==> config.mk <==
export PLATFORM = sky130hd
export DESIGN_NAME = trdb_d5m_pixel_source_flat
export DESIGN_NICKNAME = d
export VERILOG_FILES = /design/src/rtl/trdb_d5m_pixel_source_if.sv /design/src/rtl/trdb_d5m_pixel_source.sv /design/src/flat_wrapper.sv
export SDC_FILE = /design/constraint.sdc
export NUM_CORES = 1
export LEC_CHECK = 0
export CAP_MARGIN = 20
export CORE_MARGIN = 5
export CORE_UTILIZATION = 45
export CTS_CLUSTER_DIAMETER = 40
export DETAILED_ROUTE_END_ITERATION = 6
export DONT_BUFFER_PORTS = 1
export PLACE_DENSITY_LB_ADDON = 0.05
export SETUP_SLACK_MARGIN = 0.3
export SLEW_MARGIN = 20
export SYNTH_ARGS = -nofsm -noshare
export SYNTH_HDL_FRONTEND = slang
export SYNTH_SLANG_ARGS = --single-unit
==> constraint.sdc <==
create_clock -name piul1Clock -period 5.2 [get_ports piul1Clock]
set_clock_uncertainty 0.15 [all_clocks]
set_input_delay 0.78 -clock piul1Clock [delete_from_list [all_inputs] [get_ports piul1Clock]]
set_output_delay 0.78 -clock piul1Clock [all_outputs]
set_load 0.01 [all_outputs]
==> src/rtl/trdb_d5m_pixel_source_if.sv <==
// TRDB-D5M parallel pixel link: pixel-stream outputs plus the mode and trigger
// controls. The master side is the pixel source.
interface trdb_d5m_pixel_source_if;
  logic        piul1Enable;
  logic        piul1SnapshotMode;
  logic        piul1SnapshotTrigger;
  logic        poul1FrameValid;
  logic        poul1LineValid;
  logic [11:0] poul12PixelData;
  logic        poul1SnapshotStrobe;
  logic [15:0] poul16FrameCount;

  modport master (
    input  piul1Enable, piul1SnapshotMode, piul1SnapshotTrigger,
    output poul1FrameValid, poul1LineValid, poul12PixelData,
           poul1SnapshotStrobe, poul16FrameCount
  );

  modport slave (
    output piul1Enable, piul1SnapshotMode, piul1SnapshotTrigger,
    input  poul1FrameValid, poul1LineValid, poul12PixelData,
           poul1SnapshotStrobe, poul16FrameCount
  );
endinterface

==> src/rtl/trdb_d5m_pixel_source.sv <==
// Pixel-stream generator standing in for the TRDB-D5M sensor pins.
// Define TRDB_D5M_PIXEL_SOURCE_COLORBARS_EN for Bayer colour bars; otherwise a ramp pattern.
module trdb_d5m_pixel_source #(
  parameter int ACTIVE_COLS = 640,
  parameter int ACTIVE_ROWS = 480,
  parameter int HBLANK_CC   = 32,
  parameter int VBLANK_CC   = 2000,
  parameter int FV_LEAD_CC  = 4,
  parameter int FV_TRAIL_CC = 4,
  parameter int STROBE_CC   = 8
) (
  input  logic                           piul1Clock,
  input  logic                           piul1Reset_n,
  trdb_d5m_pixel_source_if.master        pix_if
);

  localparam int MAX_A  = (STROBE_CC > FV_LEAD_CC) ? STROBE_CC : FV_LEAD_CC;
  localparam int MAX_B  = (HBLANK_CC > FV_TRAIL_CC) ? HBLANK_CC : FV_TRAIL_CC;
  localparam int MAX_C  = (MAX_A > MAX_B) ? MAX_A : MAX_B;
  localparam int MAX_CC = (MAX_C > VBLANK_CC) ? MAX_C : VBLANK_CC;
  localparam int CNT_W  = (MAX_CC > 1) ? $clog2(MAX_CC) : 1;
  localparam int COL_W  = (ACTIVE_COLS > 1) ? $clog2(ACTIVE_COLS) : 1;
  localparam int ROW_W  = (ACTIVE_ROWS > 1) ? $clog2(ACTIVE_ROWS) : 1;

  typedef enum logic [2:0] {
    S_IDLE, S_STROBE, S_FV_LEAD, S_ACTIVE, S_HBLANK, S_FV_TRAIL, S_VBLANK
  } state_t;

  state_t             state_q, state_d;
  logic [CNT_W-1:0]   cnt_q, cnt_d;
  logic [COL_W-1:0]   col_q, col_d;
  logic [ROW_W-1:0]   row_q, row_d;
  logic [15:0]        frame_count_q, frame_count_d;
  logic               fv_q, fv_d;
  logic               lv_q, lv_d;
  logic               strobe_q, strobe_d;
  logic [11:0]        pix_q, pix_d;
  logic [11:0]        pattern;
  logic               continuous_go;

  assign continuous_go = !pix_if.piul1SnapshotMode && pix_if.piul1Enable;

  always_ff @(posedge piul1Clock) begin
    if (!piul1Reset_n) begin
      state_q       <= S_IDLE;
      cnt_q         <= '0;
      col_q         <= '0;
      row_q         <= '0;
      frame_count_q <= '0;
      fv_q          <= 1'b0;
      lv_q          <= 1'b0;
      strobe_q      <= 1'b0;
      pix_q         <= '0;
    end else begin
      state_q       <= state_d;
      cnt_q         <= cnt_d;
      col_q         <= col_d;
      row_q         <= row_d;
      frame_count_q <= frame_count_d;
      fv_q          <= fv_d;
      lv_q          <= lv_d;
      strobe_q      <= strobe_d;
      pix_q         <= pix_d;
    end
  end

  always_comb begin
    state_d       = state_q;
    cnt_d         = cnt_q + CNT_W'(1);
    col_d         = col_q;
    row_d         = row_q;
    frame_count_d = frame_count_q;

    case (state_q)
      S_IDLE: begin
        cnt_d = '0;
        if (continuous_go) begin
          state_d = S_FV_LEAD;
        end else if (pix_if.piul1SnapshotMode && pix_if.piul1SnapshotTrigger) begin
          state_d = S_STROBE;
        end
      end
      S_STROBE: begin
        if (cnt_q == CNT_W'(STROBE_CC - 1)) begin
          state_d = S_FV_LEAD;
          cnt_d   = '0;
        end
      end
      S_FV_LEAD: begin
        if (cnt_q == CNT_W'(FV_LEAD_CC - 1)) begin
          state_d = S_ACTIVE;
          cnt_d   = '0;
          col_d   = '0;
        end
      end
      S_ACTIVE: begin
        // The column counter times the line; cnt stays parked at zero.
        cnt_d = '0;
        col_d = col_q + COL_W'(1);
        if (col_q == COL_W'(ACTIVE_COLS - 1)) begin
          col_d   = '0;
          state_d = (row_q == ROW_W'(ACTIVE_ROWS - 1)) ? S_FV_TRAIL : S_HBLANK;
        end
      end
      S_HBLANK: begin
        if (cnt_q == CNT_W'(HBLANK_CC - 1)) begin
          state_d = S_ACTIVE;
          cnt_d   = '0;
          row_d   = row_q + ROW_W'(1);
        end
      end
      S_FV_TRAIL: begin
        if (cnt_q == CNT_W'(FV_TRAIL_CC - 1)) begin
          state_d       = S_VBLANK;
          cnt_d         = '0;
          frame_count_d = frame_count_q + 16'd1;
        end
      end
      S_VBLANK: begin
        if (cnt_q == CNT_W'(VBLANK_CC - 1)) begin
          state_d = continuous_go ? S_FV_LEAD : S_IDLE;
          cnt_d   = '0;
          row_d   = '0;
          col_d   = '0;
        end
      end
      default: begin
        state_d = S_IDLE;
        cnt_d   = '0;
      end
    endcase
  end

`ifdef TRDB_D5M_PIXEL_SOURCE_COLORBARS_EN
  localparam int BAR_W = ACTIVE_COLS / 8;

  logic [2:0] bar_idx;
  logic       comp_on;

  // Bar index bits encode colour: R absent for bars 2,3,6,7; G for 4..7; B for odd bars.
  always_comb begin
    bar_idx = 3'(col_d / COL_W'(BAR_W));
    comp_on = 1'b0;
    case ({row_d[0], col_d[0]})
      2'b00:   comp_on = ~bar_idx[2];
      2'b01:   comp_on = ~bar_idx[1];
      2'b10:   comp_on = ~bar_idx[0];
      default: comp_on = ~bar_idx[2];
    endcase
    pattern = {12{comp_on}};
  end
`else
  always_comb begin
    pattern = 12'(32'(row_d) + 32'(col_d) + 32'(frame_count_d));
  end
`endif

  // Outputs are decoded from the next state so every pin comes straight from a flop.
  always_comb begin
    fv_d     = state_d inside {S_FV_LEAD, S_ACTIVE, S_HBLANK, S_FV_TRAIL};
    lv_d     = (state_d == S_ACTIVE);
    strobe_d = (state_d == S_STROBE);
    pix_d    = lv_d ? pattern : 12'd0;
  end

  assign pix_if.poul1FrameValid     = fv_q;
  assign pix_if.poul1LineValid      = lv_q;
  assign pix_if.poul12PixelData     = pix_q;
  assign pix_if.poul1SnapshotStrobe = strobe_q;
  assign pix_if.poul16FrameCount    = frame_count_q;

endmodule

==> src/flat_wrapper.sv <==
// flat-port wrapper written by rule: the top's interface ports become plain ports
module trdb_d5m_pixel_source_flat 
#(
  parameter int ACTIVE_COLS = 640,
  parameter int ACTIVE_ROWS = 480,
  parameter int HBLANK_CC   = 32,
  parameter int VBLANK_CC   = 2000,
  parameter int FV_LEAD_CC  = 4,
  parameter int FV_TRAIL_CC = 4,
  parameter int STROBE_CC   = 8
)
  (piul1Clock, piul1Reset_n, pix_if_piul1Enable, pix_if_piul1SnapshotMode, pix_if_piul1SnapshotTrigger, pix_if_poul1FrameValid, pix_if_poul1LineValid, pix_if_poul12PixelData, pix_if_poul1SnapshotStrobe, pix_if_poul16FrameCount);
  trdb_d5m_pixel_source_if pix_if_i ();
  input  logic piul1Clock;
  input  logic piul1Reset_n;
  input wire logic [$bits(pix_if_i.piul1Enable)-1:0] pix_if_piul1Enable;
  input wire logic [$bits(pix_if_i.piul1SnapshotMode)-1:0] pix_if_piul1SnapshotMode;
  input wire logic [$bits(pix_if_i.piul1SnapshotTrigger)-1:0] pix_if_piul1SnapshotTrigger;
  output wire logic [$bits(pix_if_i.poul1FrameValid)-1:0] pix_if_poul1FrameValid;
  output wire logic [$bits(pix_if_i.poul1LineValid)-1:0] pix_if_poul1LineValid;
  output wire logic [$bits(pix_if_i.poul12PixelData)-1:0] pix_if_poul12PixelData;
  output wire logic [$bits(pix_if_i.poul1SnapshotStrobe)-1:0] pix_if_poul1SnapshotStrobe;
  output wire logic [$bits(pix_if_i.poul16FrameCount)-1:0] pix_if_poul16FrameCount;
  assign pix_if_i.piul1Enable = pix_if_piul1Enable;
  assign pix_if_i.piul1SnapshotMode = pix_if_piul1SnapshotMode;
  assign pix_if_i.piul1SnapshotTrigger = pix_if_piul1SnapshotTrigger;
  assign pix_if_poul1FrameValid = pix_if_i.poul1FrameValid;
  assign pix_if_poul1LineValid = pix_if_i.poul1LineValid;
  assign pix_if_poul12PixelData = pix_if_i.poul12PixelData;
  assign pix_if_poul1SnapshotStrobe = pix_if_i.poul1SnapshotStrobe;
  assign pix_if_poul16FrameCount = pix_if_i.poul16FrameCount;
  trdb_d5m_pixel_source #(.ACTIVE_COLS(ACTIVE_COLS), .ACTIVE_ROWS(ACTIVE_ROWS), .HBLANK_CC(HBLANK_CC), .VBLANK_CC(VBLANK_CC), .FV_LEAD_CC(FV_LEAD_CC), .FV_TRAIL_CC(FV_TRAIL_CC), .STROBE_CC(STROBE_CC)) u_core (.piul1Clock(piul1Clock), .piul1Reset_n(piul1Reset_n), .pix_if(pix_if_i));
endmodule
==> results of run 1 <==
[Yosys cell counts (all sizes together) (5+ instances only)]
cell,count
inv,14
a21o,6
a21boi,5
nor3,11
dfxtp,64
a21oi,18
nand2b,7
nor2b,11
a211oi,5
and3,7
or2,6
nand3,15
xor2,12
nor2,56
o21ai,35
ha,24
nor4,7
nand4,10
or3,7
xnor2,22
o21a,8
nand2,33
clkbuf,14
and2,31
[flip-flops by register name, indices dropped and copies added, names as in the netlist]
signal,count
u_core.pix_if.poul12PixelData,12
u_core.pix_if.poul1FrameValid,1
u_core.pix_if.poul1SnapshotStrobe,1
u_core.cnt_q,11
u_core.state_q,3
u_core.pix_if.poul1LineValid,1
u_core.pix_if.poul16FrameCount,16
u_core.col_q,10
u_core.row_q,9
[stage by stage]
| stage | area (um^2) | std cells | setup slack (ns) |
|---|---|---|---|
| floorplan | 3870 | 475 | 0.607 |
| global placement | 4000 | 571 | 0.289 |
| detailed placement | 4000 | 571 | 0.194 |
| CTS | 4260 | 587 | 0.308 |
| global route | 4310 | 588 | 0.281 |
| finish | 4310 | 588 | 0.510 |
[logic make-up (layout without fill, tap and decap cells)]
group | count (synthesis) | after routing | synth area share (%)
adders and majority gates | 27 | 27 | 9.04
xor gates and xnor gates | 34 | 34 | 7.88
AOI/OAI and AO/OA | 102 | 102 | 16.8
muxes | 3 | 3 | 0.807
buffers and inverters | 32 | 40 | 3.20
and+or+nand+nor | 213 | 213 | 29.2
DFF | 64 | 64 | 33.1
[worst min-delay path by stage]
stage | start | endpoint | slack (ns) | cells past startpoint
after CTS | u_core.cnt_q[0] | u_core.cnt_q[0] | 0.31 | 1
after global routing | u_core.cnt_q[0] | u_core.cnt_q[0] | 0.34 | 1
after detailed placement | u_core.cnt_q[0] | u_core.cnt_q[0] | 0.30 | 1
after floorplan | u_core.cnt_q[0] | u_core.cnt_q[0] | 0.28 | 1
final | u_core.cnt_q[0] | u_core.cnt_q[0] | 0.32 | 1
after global placement | u_core.cnt_q[0] | u_core.cnt_q[0] | 0.29 | 1
[area by class of cell]
type | instances | area [um^2] | share of cell area, %
inverter | 14 | 52.6 | 1.22
multi-input combinational | 379 | 2510 | 58.3
tap | 105 | 131 | 3.05
timing repair buffer | 10 | 75.1 | 1.74
clock inverter | 5 | 103 | 2.38
clock buffer | 11 | 151 | 3.51
sequential | 64 | 1280 | 29.8
[worst max-delay path, cell delays in order (launching register included)]
cell      delay (ns)
dfxtp_2         0.38
ha_4            0.16
or4b_4          0.49
o31a_1          0.25
or3_4           0.40
a21o_1          0.18
a22o_1          0.24
ha_1            0.33
o21a_1          0.19
o31a_1          0.13
o31a_1          0.27
o21ai_1         0.15
a21boi_0        0.13
a21oi_1         0.21
ha_1            0.29
o21ai_0         0.17
nand2b_1        0.07
a31oi_1         0.20
xnor2_1         0.14
nor2_1          0.05
[routing by layer]
layer  part of all wire, %  vias up
met3                   3.9       12
li1                      -     1682
met1                    45     1567
met4                   1.5        0
met5                     0        -
met2                    49       58
[timing repair]
| action | in CTS | in global routing |
|---|---|---|
| endpoints found under the hold margin | 0 | 0 |
| endpoints found under the setup margin | 2 | 3 |
| buffers inserted | 0 | 1 |
| pin swaps | 0 | 1 |
| gates resized for setup | 1 | 13 |
| hold buffers | 0 | 0 |
[placed cells by master (no fill, tap or decap), drive strengths merged, types with 3 or more instances in the layout]
| cell | n |
|---|---|
| nand4 | 10 |
| nand2 | 33 |
| a211oi | 5 |
| nor3 | 11 |
| and3 | 7 |
| bufinv | 3 |
| nand2b | 7 |
| and2 | 31 |
| a21boi | 5 |
| buf | 10 |
| a21oi | 18 |
| dfxtp | 64 |
| nand4b | 3 |
| or3 | 7 |
| a31oi | 4 |
| ha | 24 |
| nor2b | 11 |
| o21a | 8 |
| xor2 | 12 |
| inv | 14 |
| or4 | 3 |
| o31ai | 3 |
| nor4 | 7 |
| a41oi | 3 |
| clkbuf | 11 |
| or2 | 6 |
| o31a | 3 |
| nor2 | 56 |
| nand3 | 15 |
| xnor2 | 22 |
| o21ai | 35 |
| a21o | 6 |
[report_power, final]
group	internal [W]	switching [W]
logic	0.0000190	0.0000245
clock network	0.000344	0.000205
registers	0.000495	0.0000103
total	0.000858	0.000240
==> reports/metrics.yaml, run 1 <==
yosys:
  syn_nets: 506
  avgSynthCellArea_um2: 8.16
  synth_top_area_share_pct: 33.1
  async_flop_share_pct: 0
  synth_seq_cells: 64
  yosysSeqAreaShare_pct: 33.1
  netlist_top_cells_area: "dfxtp_1 (33%), ha_1 (7.8%), nor2_1 (5.4%), and2_1 (5.0%), xnor2_1 (4.7%)"
  syn-cell-area_um2: 3870
  ys_warn_count: 0
  ys.flop_type: "dfxtp_1"
  netlist_instances: 475
  yosys.area.top_type: "dfxtp_1"
  synth-edff-count: 0
  synth_cell_types: 60
grt:
  antenna_found_initial: 0
  grt_max_degree: 38
  grt_usage_pct: 18.8
  met1_usage_pct: 22.9
  busiest_layer: "met2"
  grtUsageMet3_pct: 5.07
  grt-ovfl-total: 0
  grt_pass1_vias: 3183
  use_met2_pct: 32.4
  grt_pass1_wl_um: 15500
power_and_ir_drop:
  p_per_area_nw_per_um2: 255
  peakVddDrop_mv: 0.113
  p_leak_nw: 1.68
  power.total_w: 0.00110
placed_design:
  portBuffers: 0
  gp_congestion: 0.782
  dp_hpwl_um: 6940
route:
  antenna_left: 0
  drt-pass1-iter-count: 4
  drc: 0
  vias: 3319
  via_per_inst: 5.64
  wl_per_cell_um: 15.7
  drtIter0Drc: 154
  totalWireLength_um: 9230
final_layout:
  fill_cells: 790
  final_nets: 509
  diodes: 0
  fin_util_pct: 52.0
  drive_gt1_share_pct: 9.73
  syn_to_final_growth_pct: 11.3
cts:
  ctsRootBufferMaster: "clkbuf_8"
  clk_pin_slew_ns: 0.08
  clock_path_buffers: 2
  cts_tree: "done"
  htreeDepth: 3
  clkSinkCount: 64
  clock_latency_ns: 0.35
  numCtsBuffers: 9
floorplan:
  die_x_um: 103
  rows: 33
  die-area_um2: 10600
  start_util_pct: 46.7
  coreArea_um2: 8300
  io_pins: 36
  fp.dieH_um: 103
sta:
  setup_viol_count_final: 0
  drv_slew: 0
  rsz0062_at_grt: "true"
  fmax_mhz: 213
  finalSetupTns_ns: 0
  worstMarginPinSlew_ns: 0.781
  holdWs_ns: 0.318
  hold_viol: 0
  fin_crit_sh_pct: 90.2
  period_needed_ns: 4.69
  slew_headroom_pct: 47.5
critical_path:
  rr_startpoint: "u_core.cnt_q[0]"
  r2r_slack_ns: 0.51
  rr_worst_depth: 19
  crit_fanout: 10
  crit_start: "u_core.cnt_q[0]"
  critPathRequiredTime_ns: 5.27
  critPathKind: "flop to flop"
  start_kind: "flop"
  r2r-end: "u_core.pix_if.poul12PixelData[11]"
  worstPathArrival_ns: 4.76
  endpoint_kind: "flop"
  cp-endpoint: "u_core.pix_if.poul12PixelData[11]"
run:
  cap_violations: 0
min_path:
  hold_path_class: "flop to flop"
outcome:
  status: "finished clean"
Power figures use the tool's default switching activity.
==> inputs of run 2 (changes only) <==
- CTS_BUF_LIST: unset -> sky130_fd_sc_hd__clkbuf_4 sky130_fd_sc_hd__clkbuf_8 sky130_fd_sc_hd__clkbuf_16
- SETUP_SLACK_MARGIN: 0.3 -> 0.4
==> reports/metrics.yaml, run 2 (synthesized netlist as in run 1, its figures left out) <==
critical_path:
  crit_chain: "ha_4 > or4b_4 > o31a_1 > or3_4 > o21ai_1 > o21ai_1 > ha_1 > nor2b_1 > o31a_1 > o31a_1 > o21ai_1 > a21boi_0 > a21oi_1 > ha_1 > o21ai_1 > nand2b_1 > a31oi_1 > xnor2_1 > nor2_1"
  critPathRequiredTime_ns: 5.27  # about the same
  cpPeakStageDelay_ns: 0.49  # about the same
  start_kind: "flop"
  cp_slowest_cell: "or4b_4"
  crit_buf_inv: 0  # unchanged
  path_delay_family: "compound AO/OA/AOI/OAI gates"
  crit_fanout: 5  # -5
  critPathKind: "flop to flop"
  endpoint_kind: "flop"
  worstPathArrival_ns: 4.68  # -0.08 ns
  crit_top_cell: "o21ai_1"
final_layout:
  largest_reg_flops: 16  # unchanged
  diodes: 0  # unchanged
  syn_to_final_growth_pct: 12.7
  fill_cells: 783  # -0.89%
  drive_gt1_share_pct: 11.3  # +1.6 points
  stdcell_count: 591  # +0.51%
  final_area_um2: 4370  # +1.2%
  final_cell_mix: "dfxtp_1 (62), nor2_1 (55), nand2_1 (33)"
  final_nets: 512  # +0.59%
  layout_commonest_cell: "dfxtp_1"
cts:
  clkSinkCount: 64  # unchanged
  numCtsBuffers: 9  # unchanged
  ctsRootBufferMaster: "clkbuf_8"
  htreeDepth: 3  # unchanged
  clk_pin_slew_ns: 0.08  # about the same
  clock_latency_ns: 0.35  # about the same
  cts_hold_buf: 0  # unchanged
  cts_tree: "done"
  clock_path_buffers: 2  # unchanged
power_and_ir_drop:
  power.total_w: 0.00110  # +0.26%
  peakVddDrop_mv: 0.113  # about the same
  p_leak_nw: 1.69  # +0.36%
  combPwrFrac_pct: 4.2  # +0.2 points
  netSwitchingPower_w: 0.000242  # +0.75%
  swShare_pct: 22.0  # +0.11 points
  p_per_area_nw_per_um2: 252  # -0.97%
  internal_power_w: 0.000859  # +0.13%
  p_seq_share_pct: 45.9  # about the same
  clkPwrFrac_pct: 49.9  # about the same
floorplan:
  rows: 33  # unchanged
  fp.dieH_um: 103  # unchanged
  coreArea_um2: 8300  # unchanged
  io_pins: 36  # unchanged
  die-area_um2: 10600  # unchanged
  start_util_pct: 46.7  # unchanged
  die_x_um: 103  # unchanged
sta:
  setup_viol_count_final: 0  # unchanged
  fmax_mhz: 217  # +1.8%
  hold_viol: 0  # unchanged
  slew_headroom_pct: 48.0  # +0.52 points
  holdWs_ns: 0.300  # -0.0179 ns
  worstMarginPinSlew_ns: 0.774  # -0.00770 ns
  fin_crit_sh_pct: 88.6  # -1.6 points
  period_needed_ns: 4.61  # -0.0813 ns
  drv_slew: 0  # unchanged
  finalSetupTns_ns: 0  # unchanged
  rsz0062_at_grt: "true"
route:
  vias: 3313  # -0.18%
  totalWireLength_um: 9400  # +1.8%
  via_per_inst: 5.61  # -0.69%
  antenna_left: 0  # unchanged
  drc: 0  # unchanged
  wl_per_cell_um: 15.9  # +1.3%
  drtIter0Drc: 152  # -1.3%
  drt-pass1-iter-count: 4  # unchanged
grt:
  grt_usage_pct: 18.9  # +0.070 points
  antenna_found_initial: 0  # unchanged
  grt-ovfl-total: 0  # unchanged
  grt_max_degree: 38  # unchanged
  grt_pass1_wl_um: 15600  # +0.45%
  grt_pass1_vias: 3202  # +0.60%
run:
  cap_violations: 0  # unchanged
outcome:
  status: "finished clean"
placed_design:
  gp_congestion: 0.782  # unchanged
  dp_cells: 571  # unchanged
  portBuffers: 0  # unchanged
  placed_area_um2: 4000  # unchanged
  dp_hpwl_um: 6940  # unchanged
min_path:
  hold_path_class: "flop to flop"
run 2: repair_timing:
action                     CTS  global route
buffers inserted             1             2
cloned                       0             1
pin swaps                    1             6
setup endpoints to repair    3             3
resized for setup            4            19
run 2: worst reg2reg max path: stages, from the launching register on:
cell and delay (ns):
dfxtp_4 0.37, ha_4 0.15, or4b_4 0.49, o31a_1 0.30
or3_4 0.42, o21ai_1 0.16, o21ai_1 0.10, ha_1 0.34
nor2b_1 0.16, o31a_1 0.27, o31a_1 0.26, o21ai_1 0.15
a21boi_0 0.13, a21oi_1 0.20, ha_1 0.28, o21ai_1 0.13
nand2b_1 0.07, a31oi_1 0.16, xnor2_1 0.14, nor2_1 0.05
run 2: final cells by class:
type / instances / area, um^2 / share of cell area [%]
Tap cell: 105 / 131 / 3.01
Sequential cell: 64 / 1290 / 29.5
Clock buffer: 11 / 151 / 3.47
Multi-Input combinational cell: 380 / 2550 / 58.4
Timing Repair Buffer: 12 / 90.1 / 2.06
Clock inverter: 5 / 103 / 2.35
Inverter: 14 / 52.6 / 1.20
run 2: worst paths after layout:
path	end	slack (ns)	depth (start not counted)	startpoint
worst max-delay path	u_core.pix_if.poul12PixelData[11]	0.59	19	u_core.cnt_q[0]
worst min-delay path	u_core.cnt_q[0]	0.30	1	u_core.cnt_q[0]
worst max register to register	u_core.pix_if.poul12PixelData[11]	0.59	19	u_core.cnt_q[0]
worst min register to register	u_core.cnt_q[0]	0.30	1	u_core.cnt_q[0]
run 2: power groups by stage:
stage | combinational, W | clock, W | sequential (W)
finish | 0.0000466 | 0.000550 | 0.000505
global route | 0.0000531 | 0.000594 | 0.000506
CTS | 0.0000432 | 0.000563 | 0.000505
detailed placement | 0.0000424 | 0 | 0.000516
global placement | 0.0000429 | 0 | 0.000516
floorplan | 0.0000397 | 0 | 0.000511
run 2: per-stage QoR:
stage	setup WS, ns	utilization, %
2_1_floorplan	0.607	-
3_3_place_gp	0.289	48.2
3_5_place_dp	0.194	48.2
4_1_cts	0.418	51.5
5_1_grt	0.393	52.6
6_report	0.592	52.6
run 2: metal layers:
| metal | share of wire (%) | GRT usage (%) | vias up |
|---|---|---|---|
| met2 | 49 | 32.6 | 44 |
| met3 | 3.6 | 5.07 | 13 |
| met4 | 1.5 | 5.68 | 0 |
| met5 | 0 | 0 | - |
| li1 | - | - | 1691 |
| met1 | 46 | 23.0 | 1565 |
